### config.mk
export PLATFORM = sky130hd
export DESIGN_NAME = fetch_sequencer
export DESIGN_NICKNAME = d
export VERILOG_FILES = /design/src/rtl/fetch_sequencer.sv
export SDC_FILE = /design/constraint.sdc
export NUM_CORES = 1
export LEC_CHECK = 0
export BUFFER_PORTS_ARGS = -buffer_cell sky130_fd_sc_hd__buf_2
export CORE_MARGIN = 2
export CORE_UTILIZATION = 57
export CTS_CLUSTER_SIZE = 40
export DETAILED_ROUTE_END_ITERATION = 12
export GPL_ROUTABILITY_DRIVEN = 1
export GPL_TIMING_DRIVEN = 0
export PLACE_DENSITY = 0.82
export SYNTH_ARGS = -nofsm -noshare
export SYNTH_HDL_FRONTEND = slang
export SYNTH_SLANG_ARGS = --single-unit
### constraint.sdc
create_clock -name clk -period 7.3 [get_ports clk]
set_clock_uncertainty 0.15 [all_clocks]
set_input_delay 0.73 -clock clk [delete_from_list [all_inputs] [get_ports clk]]
set_output_delay 0.73 -clock clk [all_outputs]
set_load 0.01 [all_outputs]
### src/rtl/fetch_sequencer.sv
// Fetch-stage sequencer: owns the PC, runs one req/ack fetch at a time against a
// variable-latency instruction memory and fills the one-entry ValidF/InstrF/PCF slot.
module fetch_sequencer #(
  parameter logic [31:0] RESET_PC    = 32'h0000_0000,
  parameter int          BOOT_CYCLES = 2,
  parameter int          TIMEOUT     = 16
) (
  input  logic        clk,
  input  logic        rst,
  input  logic        StallD,
  input  logic        PCSrcE,
  input  logic [31:0] PCTargetE,
  output logic        imem_req,
  output logic [31:0] imem_addr,
  input  logic        imem_ack,
  input  logic [31:0] imem_rdata,
  output logic        ValidF,
  output logic [31:0] InstrF,
  output logic [31:0] PCF,
  output logic        StallF,
  output logic        fetch_err
);

  localparam int BW = (BOOT_CYCLES > 0) ? $clog2(BOOT_CYCLES + 1) : 1;
  localparam int TW = $clog2(TIMEOUT + 1);
  localparam logic [BW-1:0] BOOT_LAST = BW'(BOOT_CYCLES);
  localparam logic [TW-1:0] TO_LAST   = TW'(TIMEOUT - 1);

  typedef enum logic [2:0] {
    S_BOOT = 3'd0,
    S_IDLE = 3'd1,
    S_WAIT = 3'd2,
    S_KILL = 3'd3,
    S_ERR  = 3'd4
  } state_t;

  state_t        state_r, state_s;
  logic [31:0]   pc_r, pc_s;
  logic [31:0]   req_addr_r, req_addr_s;
  logic [31:0]   instr_r, instr_s;
  logic [31:0]   pcf_r, pcf_s;
  logic          valid_r, valid_s;
  logic          err_r, err_s;
  logic [BW-1:0] boot_cnt_r, boot_cnt_s;
  logic [TW-1:0] to_cnt_r, to_cnt_s;

  logic        consume_s, can_accept_s, boot_done_s;
  logic        req_s, fill_s;
  logic [31:0] fill_pc_s, target_s, pc_inc_s;

  assign target_s     = {PCTargetE[31:2], 2'b00};
  assign pc_inc_s     = pc_r + 32'd4;
  assign consume_s    = valid_r & ~StallD;
  assign can_accept_s = ~valid_r | consume_s;
  assign boot_done_s  = (boot_cnt_r == BOOT_LAST);

  assign imem_req  = req_s;
  assign imem_addr = ((state_r == S_WAIT) || (state_r == S_KILL) || (state_r == S_ERR)) ? req_addr_r : pc_r;
  assign StallF    = ~PCSrcE & ~(req_s & imem_ack & (state_r != S_KILL));
  assign ValidF    = valid_r;
  assign InstrF    = instr_r;
  assign PCF       = pcf_r;
  assign fetch_err = err_r;

  // Next-state, request and PC selection; a finished BOOT behaves exactly like IDLE.
  always_comb begin
    state_s    = state_r;
    req_addr_s = req_addr_r;
    boot_cnt_s = boot_cnt_r;
    to_cnt_s   = to_cnt_r;
    err_s      = err_r;
    req_s      = 1'b0;
    fill_s     = 1'b0;
    fill_pc_s  = pc_r;
    case (state_r)
      S_BOOT, S_IDLE: begin
        if ((state_r == S_BOOT) && !boot_done_s) begin
          boot_cnt_s = boot_cnt_r + BW'(1);
        end else begin
          req_s = can_accept_s & ~PCSrcE;
          if (req_s) begin
            req_addr_s = pc_r;
            if (imem_ack) begin
              fill_s    = 1'b1;
              fill_pc_s = pc_r;
              state_s   = S_IDLE;
            end else begin
              to_cnt_s = {TW{1'b0}};
              state_s  = S_WAIT;
            end
          end else begin
            state_s = S_IDLE;
          end
        end
      end
      S_WAIT: begin
        req_s = 1'b1;
        if (imem_ack) begin
          to_cnt_s = {TW{1'b0}};
          state_s  = S_IDLE;
          if (!PCSrcE) begin
            fill_s    = 1'b1;
            fill_pc_s = req_addr_r;
          end else begin
            fill_s = 1'b0;
          end
        end else if (PCSrcE) begin
          to_cnt_s = {TW{1'b0}};
          state_s  = S_KILL;
        end else if (to_cnt_r == TO_LAST) begin
          err_s   = 1'b1;
          state_s = S_ERR;
        end else begin
          to_cnt_s = to_cnt_r + TW'(1);
        end
      end
      S_KILL: begin
        // Stale request must still complete; its data is dropped.
        req_s = 1'b1;
        if (imem_ack) begin
          to_cnt_s = {TW{1'b0}};
          state_s  = S_IDLE;
        end else if (to_cnt_r == TO_LAST) begin
          err_s   = 1'b1;
          state_s = S_ERR;
        end else begin
          to_cnt_s = to_cnt_r + TW'(1);
        end
      end
      S_ERR: begin
        err_s = 1'b1;
      end
      default: begin
        err_s   = 1'b1;
        state_s = S_ERR;
      end
    endcase

    if (PCSrcE && (state_r != S_ERR)) begin
      pc_s = target_s;
    end else if (fill_s) begin
      pc_s = pc_inc_s;
    end else begin
      pc_s = pc_r;
    end
  end

  // Output slot: flush on redirect or error, refill beats consume.
  always_comb begin
    valid_s = valid_r;
    instr_s = instr_r;
    pcf_s   = pcf_r;
    if (state_r == S_ERR) begin
      valid_s = 1'b0;
    end else if (PCSrcE) begin
      valid_s = 1'b0;
    end else if (fill_s) begin
      valid_s = 1'b1;
      instr_s = imem_rdata;
      pcf_s   = fill_pc_s;
    end else if (consume_s) begin
      valid_s = 1'b0;
    end else begin
      valid_s = valid_r;
    end
  end

  // State and datapath registers.
  always_ff @(posedge clk or posedge rst) begin
    if (rst) begin
      state_r    <= S_BOOT;
      pc_r       <= RESET_PC;
      req_addr_r <= RESET_PC;
      boot_cnt_r <= {BW{1'b0}};
      to_cnt_r   <= {TW{1'b0}};
      valid_r    <= 1'b0;
      instr_r    <= 32'h0000_0000;
      pcf_r      <= 32'h0000_0000;
      err_r      <= 1'b0;
    end else begin
      state_r    <= state_s;
      pc_r       <= pc_s;
      req_addr_r <= req_addr_s;
      boot_cnt_r <= boot_cnt_s;
      to_cnt_r   <= to_cnt_s;
      valid_r    <= valid_s;
      instr_r    <= instr_s;
      pcf_r      <= pcf_s;
      err_r      <= err_s;
    end
  end

endmodule

==> flow_metrics.tcl, run 1 <==
set metrics [dict create \
    cts_buffers 17 \
    required_ns 6.42 \
    synthDistinctLibCells 50 \
    drtIter0Drc 438 \
    die_h_um 111 \
    syn_avg_cell_area_um2 11.1 \
    root_buffer "clkbuf_16" \
    cts_buffer_depth 2 \
    seq_area_um2 3350 \
    fin_cells 927 \
    wirelength_mm 16.0 \
    fp-row-count 39 \
    setup_viol 0 \
    cts_sinks 134 \
    synth_fa_ha_area_share_pct 0.577 \
    cts.repair.resized 0 \
    hold_viol 0 \
    critPathMaxStageDelay_ns 0.56 \
    initial_core_util_pct 57.7 \
    die_area_um2 12300 \
    yosysWarnings 0 \
    cp-end-kind "primary output" \
    setup.worst_path.start_class "flop" \
    drive_gt1_share_pct 40.1 \
    hold_path.class "in -> async" \
    synth_top_family_by_area "multiplexers" \
    post_cts_buffers 0 \
    worstPathArrival_ns 2.70 \
    drc 0 \
    cp_cell_sequence "clkbuf_1 -> inv_1 -> a21oi_1 -> clkbuf_1 -> mux2_2 -> buf_2" \
    crit_top_cell "clkbuf_1" \
    fin_crit_sh_pct 49.1 \
    ys.flop_type "dfrtp_1" \
    power_uw 1750 \
    power.leakage_uw 0.00405 \
    multiInputGateArea_um2 2930 \
    synth-xor-area-share_pct 2.69 \
    overflow 0 \
    ioPinCount 169 \
    drtPass1Iterations 5 \
    synth_seq_cells 134 \
    n_antenna_cell 0 \
    worstPathMaxFanout 10 \
    core_area_um2 11300 \
    rsz0062_at_grt "false" \
    cts_tree "built" \
    drt-wirelength-per-cell_um 17.3 \
    synth-seq-area-share_pct 51.6 \
    ys_async_sr_fraction_pct 100 \
    antenna_found_initial 0 \
    synth-compound-area-share_pct 7.75 \
    path_class "reg -> out" \
    portBuffers 162 \
    slew_headroom_pct 45.0 \
    post-route-min-period_ns 3.58 \
    irDropWorstVdd_v 0.000162 \
    syn2layout_area_growth_pct 25.5 \
    grt_max_degree 71 \
    status "finished clean" \
    synth-simple-area-share_pct 13.1 \
    clk_pin_slew_ns 0.06 \
    synthMuxAreaShare_pct 20.7 \
    maxCapViolations 0 \
    layout_common_cells "buf_2, dfrtp_1, mux2_2, nor2_1, nand2_1" \
    clock_latency_ns 0.42 \
    fillCellCount 790 \
    nets 843 \
    worst_slew_pin_slew_ns 0.825 \
    cp_slowest_cell "clkbuf_1" \
    vias 5313 \
    grt_pass1_vias 5284 \
    slew_violations 0 \
    htree_levels 4 \
    synth-edff-count 0 \
    viasPerCell 5.73 \
    cts_hold_buf 0 \
    layout_commonest_cell "buf_2" \
    p_per_area_nw_per_um2 214 \
    die_x_um 111 \
    track_usage_pct 27.2 \
    drtAntennaViolNets 0 \
    max_freq_mhz 279 \
    grt_pass1_wl_mm 26.4 \
    syn_area_um2 6500 \
    postSynthCellCount 586 \
    dp_hpwl_mm 11.6 \
    place_congestion 0.861 \
    dp_cells 895 \
    fin_tns_setup_ns 0 \
]
-- kinds of logic (layout without fill, tap and decap cells) --
family / after synthesis / after routing
xor+xnor: 20 / 20
other cells: 1 / 4
simple gates: 167 / 167
buf+inv: 50 / 245
compound gates: 88 / 88
mux: 123 / 123
flops: 134 / 134
fa+ha+maj: 3 / 3
-- cell usage after synthesis (2+ instances only) --
cell	count	area share [%]
nor4_1	5	0.48
buf_6	2	0.35
inv_1	10	0.58
buf_4	4	0.46
or4_1	7	0.81
ha_1	3	0.58
xnor2_1	19	2.6
nand2_1	43	2.5
dfrtp_1	134	52
nor2_1	47	2.7
o311ai_0	2	0.27
nor3b_1	6	0.69
nand4_1	12	1.2
mux2_2	90	16
nand3_1	14	1.1
nor4b_1	5	0.67
o21ai_0	26	2.0
a21oi_1	40	3.1
a31o_2	3	0.40
or2_1	2	0.19
buf_2	12	0.92
and4_1	3	0.40
o31ai_1	3	0.35
clkbuf_1	20	1.2
a21boi_0	2	0.23
mux2i_1	33	5.1
nor3_1	7	0.54
and3_1	4	0.38
or2_2	3	0.29
a31oi_1	5	0.48
-- worst max-delay path: cells and delay by family, from the launching register on --
family          cells  cell delay (ns)
buf+inv             4             1.20
flops               1             0.34
compound gates      1             0.32
mux                 1             0.42
-- report_power, final --
part	total (uW)	leakage [uW]	switching, uW	internal [uW]
clock network	906	0.000313	312	595
logic	70.4	0.00193	38.3	32.1
registers	774	0.00181	19.1	755
total	1750	0.00405	369	1380
-- stage by stage --
stage	hold WS, ns	instance area [um2]	setup WS, ns	util (%)
after detailed placement	0.303	7540	4.05	66.9
after global routing	0.285	8160	3.48	72.4
after global placement	0.300	7500	1.54	66.6
final	0.222	8160	3.72	72.4
after floorplan	0.317	6510	2.84	-
after CTS	0.253	8160	3.75	72.4
-- routing by layer --
layer | track usage, % | vias up | wire, um
li1 | - | 2463 | -
met2 | 43.8 | 255 | 7840
met1 | 34.8 | 2572 | 6430
met5 | 0 | - | 0
met4 | 10.1 | 0 | 289
met3 | 8.37 | 23 | 1480
-- flip-flops by register name, indices dropped and copies added (netlist names) --
name and count:
fetch_err 1, req_addr_r 30, boot_cnt_r 2, PCF 30, state_r 3, to_cnt_r 5, InstrF 32, ValidF 1
pc_r 30
-- final cells by class --
type	count	area share [%]
tap	143	2.19
multi-input combinational	405	35.9
clock inverter	10	1.84
sequential	134	41.1
buffer	40	2.41
clock buffer	22	5.81
timing repair buffer	163	10.3
inverter	10	0.521
-- final timing paths --
check                                       start                         end  slack, ns  depth (start not counted)
setup / recovery           state_r[2]$_DFFE_PP0P_                imem_addr[8]       3.72                          6
hold / removal                                rst      InstrF[13]$_DFFE_PP0P_       0.22                          2
setup reg to reg           state_r[0]$_DFFE_PP0P_          PCF[9]$_DFFE_PP0P_       4.35                          8
hold reg to reg             fetch_err$_DFFE_PP0P_       fetch_err$_DFFE_PP0P_       0.32                          1
max in group asynchronous                     rst  req_addr_r[30]$_DFFE_PP0P_       6.02                          3
min in group clk            fetch_err$_DFFE_PP0P_       fetch_err$_DFFE_PP0P_       0.32                          1
Note: power is estimated with default switching activity, not from simulation.
==> run 2, diff against run 1 <==
Settings changed: CORE_UTILIZATION 57 to 53, PLACE_DENSITY 0.82 to 0.77.
Clock period 7.3 ns to 3.56 ns, I/O delays scaled along.
==> flow_metrics.tcl, run 2 (synthesized netlist as in run 1, its figures left out) <==
set metrics [dict create \
    status "finished clean" \
    power.leakage_uw 0.00415 \
    die_h_um 115 \
    setup.worst_path.start_class "flop" \
    critPathBufInv 4 \
    die_x_um 115 \
    r2r_setup_slack_ns 0.64 \
    setup_viol 0 \
    placed_area_um2 7570 \
    crit_top_cell "clkbuf_1" \
    grt_pass1_wl_mm 28.0 \
    drc 0 \
    layout_commonest_cell "buf_2" \
    pwr-share-seq_pct 44.2 \
    critPathMaxStageDelay_ns 0.60 \
    wirelength_mm 17.3 \
    hold_path.class "in -> reg" \
    fin_crit_sh_pct 92.2 \
    drtAntennaViolNets 0 \
    n_antenna_cell 0 \
    rsz0062_at_grt "false" \
    drt-wirelength-per-cell_um 18.0 \
    fin_ws_ns 0.278 \
    slew_headroom_pct 42.8 \
    multiInputGateArea_um2 2930 \
    dp_slack_ns 0.651 \
    cts_buffers 17 \
    grt_pass1_vias 5543 \
    grt_max_degree 40 \
    worstPathArrival_ns 2.78 \
    dp_cells 901 \
    nets 873 \
    path_class "reg -> out" \
    critPathTopFamily "buffers and inverters" \
    core_area_um2 12000 \
    fin_tns_setup_ns 0 \
    p_switching_uw 796 \
    sw_frac_of_total_pct 22.2 \
    irDropWorstVdd_v 0.000372 \
    drtIter0Drc 396 \
    layout_common_cells "buf_2, dfrtp_1, mux2_2, nor2_1, nand2_1" \
    fp-row-count 40 \
    antenna_found_initial 0 \
    post-route-min-period_ns 3.28 \
    cts_sinks 134 \
    maxCapViolations 0 \
    clk_pin_slew_ns 0.06 \
    max_freq_mhz 305 \
    pwr-share-clk_pct 50.9 \
    viasPerCell 5.63 \
    overflow 0 \
    cts.repair.resized 0 \
    worstPathMaxFanout 10 \
    clock_latency_ns 0.43 \
    internal-power_uw 2790 \
    final_cell_area_um2 8470 \
    timing.hold.ws_ns 0.0125 \
    cp-end-kind "primary output" \
    portBuffers 162 \
    ioPinCount 169 \
    dp_hpwl_mm 12.0 \
    drtPass1Iterations 5 \
    p_per_area_nw_per_um2 423 \
    die_area_um2 13200 \
    cts_tree "built" \
    place_congestion 0.845 \
    holdPathEnd "InstrF[0]$_DFFE_PP0P_" \
    required_ns 3.05 \
    fin_cells 961 \
    holdCritStartpoint "imem_rdata[0]" \
    drive_gt1_share_pct 39.1 \
    slew_violations 0 \
    r2r_start "state_r[2]$_DFFE_PP0P_" \
    vias 5408 \
    r2r-end "PCF[15]$_DFFE_PP0P_" \
    htree_levels 4 \
    cp_slowest_cell "clkbuf_1" \
    seq_area_um2 3350 \
    worst_slew_pin_slew_ns 0.858 \
    worstRegToRegCells 7 \
    largest_register_ffs 32 \
    syn2layout_area_growth_pct 30.3 \
    hold_viol 0 \
    fillCellCount 885 \
    initial_core_util_pct 54.1 \
    power_frac_comb_pct 4.9 \
    cts_buffer_depth 2 \
    cp_cell_sequence "clkbuf_1 -> inv_1 -> a21oi_1 -> clkbuf_1 -> mux2_2 -> buf_2" \
    min_path_cells 2 \
    track_usage_pct 27.9 \
    root_buffer "clkbuf_16" \
]
==> run 2: how the worst max path moves through the flow <==
stage / endpoint / slack [ns] / cells after the start / start
finish: imem_addr[8] / 0.28 / 6 / state_r[2]$_DFFE_PP0P_
global route: imem_addr[2] / 0.12 / 6 / state_r[2]$_DFFE_PP0P_
CTS: imem_addr[31] / 0.34 / 6 / state_r[2]$_DFFE_PP0P_
detailed placement: PCF[16]$_DFFE_PP0P_ / 0.65 / 8 / PCSrcE
global placement: InstrF[21]$_DFFE_PP0P_ / 0.62 / 2 / rst
floorplan: pc_r[18]$_DFFE_PP0P_ / 1.21 / 6 / state_r[0]$_DFFE_PP0P_
==> run 2: area by class of cell <==
type	instances	area share, %
sequential	134	39.6
clock inverter	12	1.79
tap	147	2.17
buffer	40	2.32
clock buffer	20	5.51
timing repair buffer	193	13.6
inverter	10	0.487
multi-input combinational	405	34.5
==> run 2: routing by layer <==
metal / vias to the layer above / track usage (%) / part of all wire [%]
met3: 29 / 8.33 / 7.2
met4: 0 / 10.7 / 2.1
met5: - / 0 / 0
li1: 2524 / - / -
met2: 216 / 46.6 / 49
met1: 2639 / 34.3 / 41
==> run 2: what timing repair did <==
action	in CTS	in global routing
endpoints found under the hold margin	45	0
endpoints found under the setup margin	0	0
hold buffers	28	0
buffers inserted	0	0
==> run 2: power by group through the flow <==
stage          clock network, uW  registers [uW]  logic (uW)
2_1_floorplan                  0            1600        81.6
3_3_place_gp                   0            1610         136
3_5_place_dp                   0            1610         151
4_1_cts                     1840            1580         175
5_1_grt                     1910            1590         196
6_report                    1820            1590         175
==> run 2: per-stage QoR <==
step / util, % / total power [uW]
after floorplan: - / 1680
after global placement: 62.5 / 1750
after detailed placement: 63.0 / 1760
after CTS: 70.5 / 3600
after global routing: 70.5 / 3690
final: 70.5 / 3580
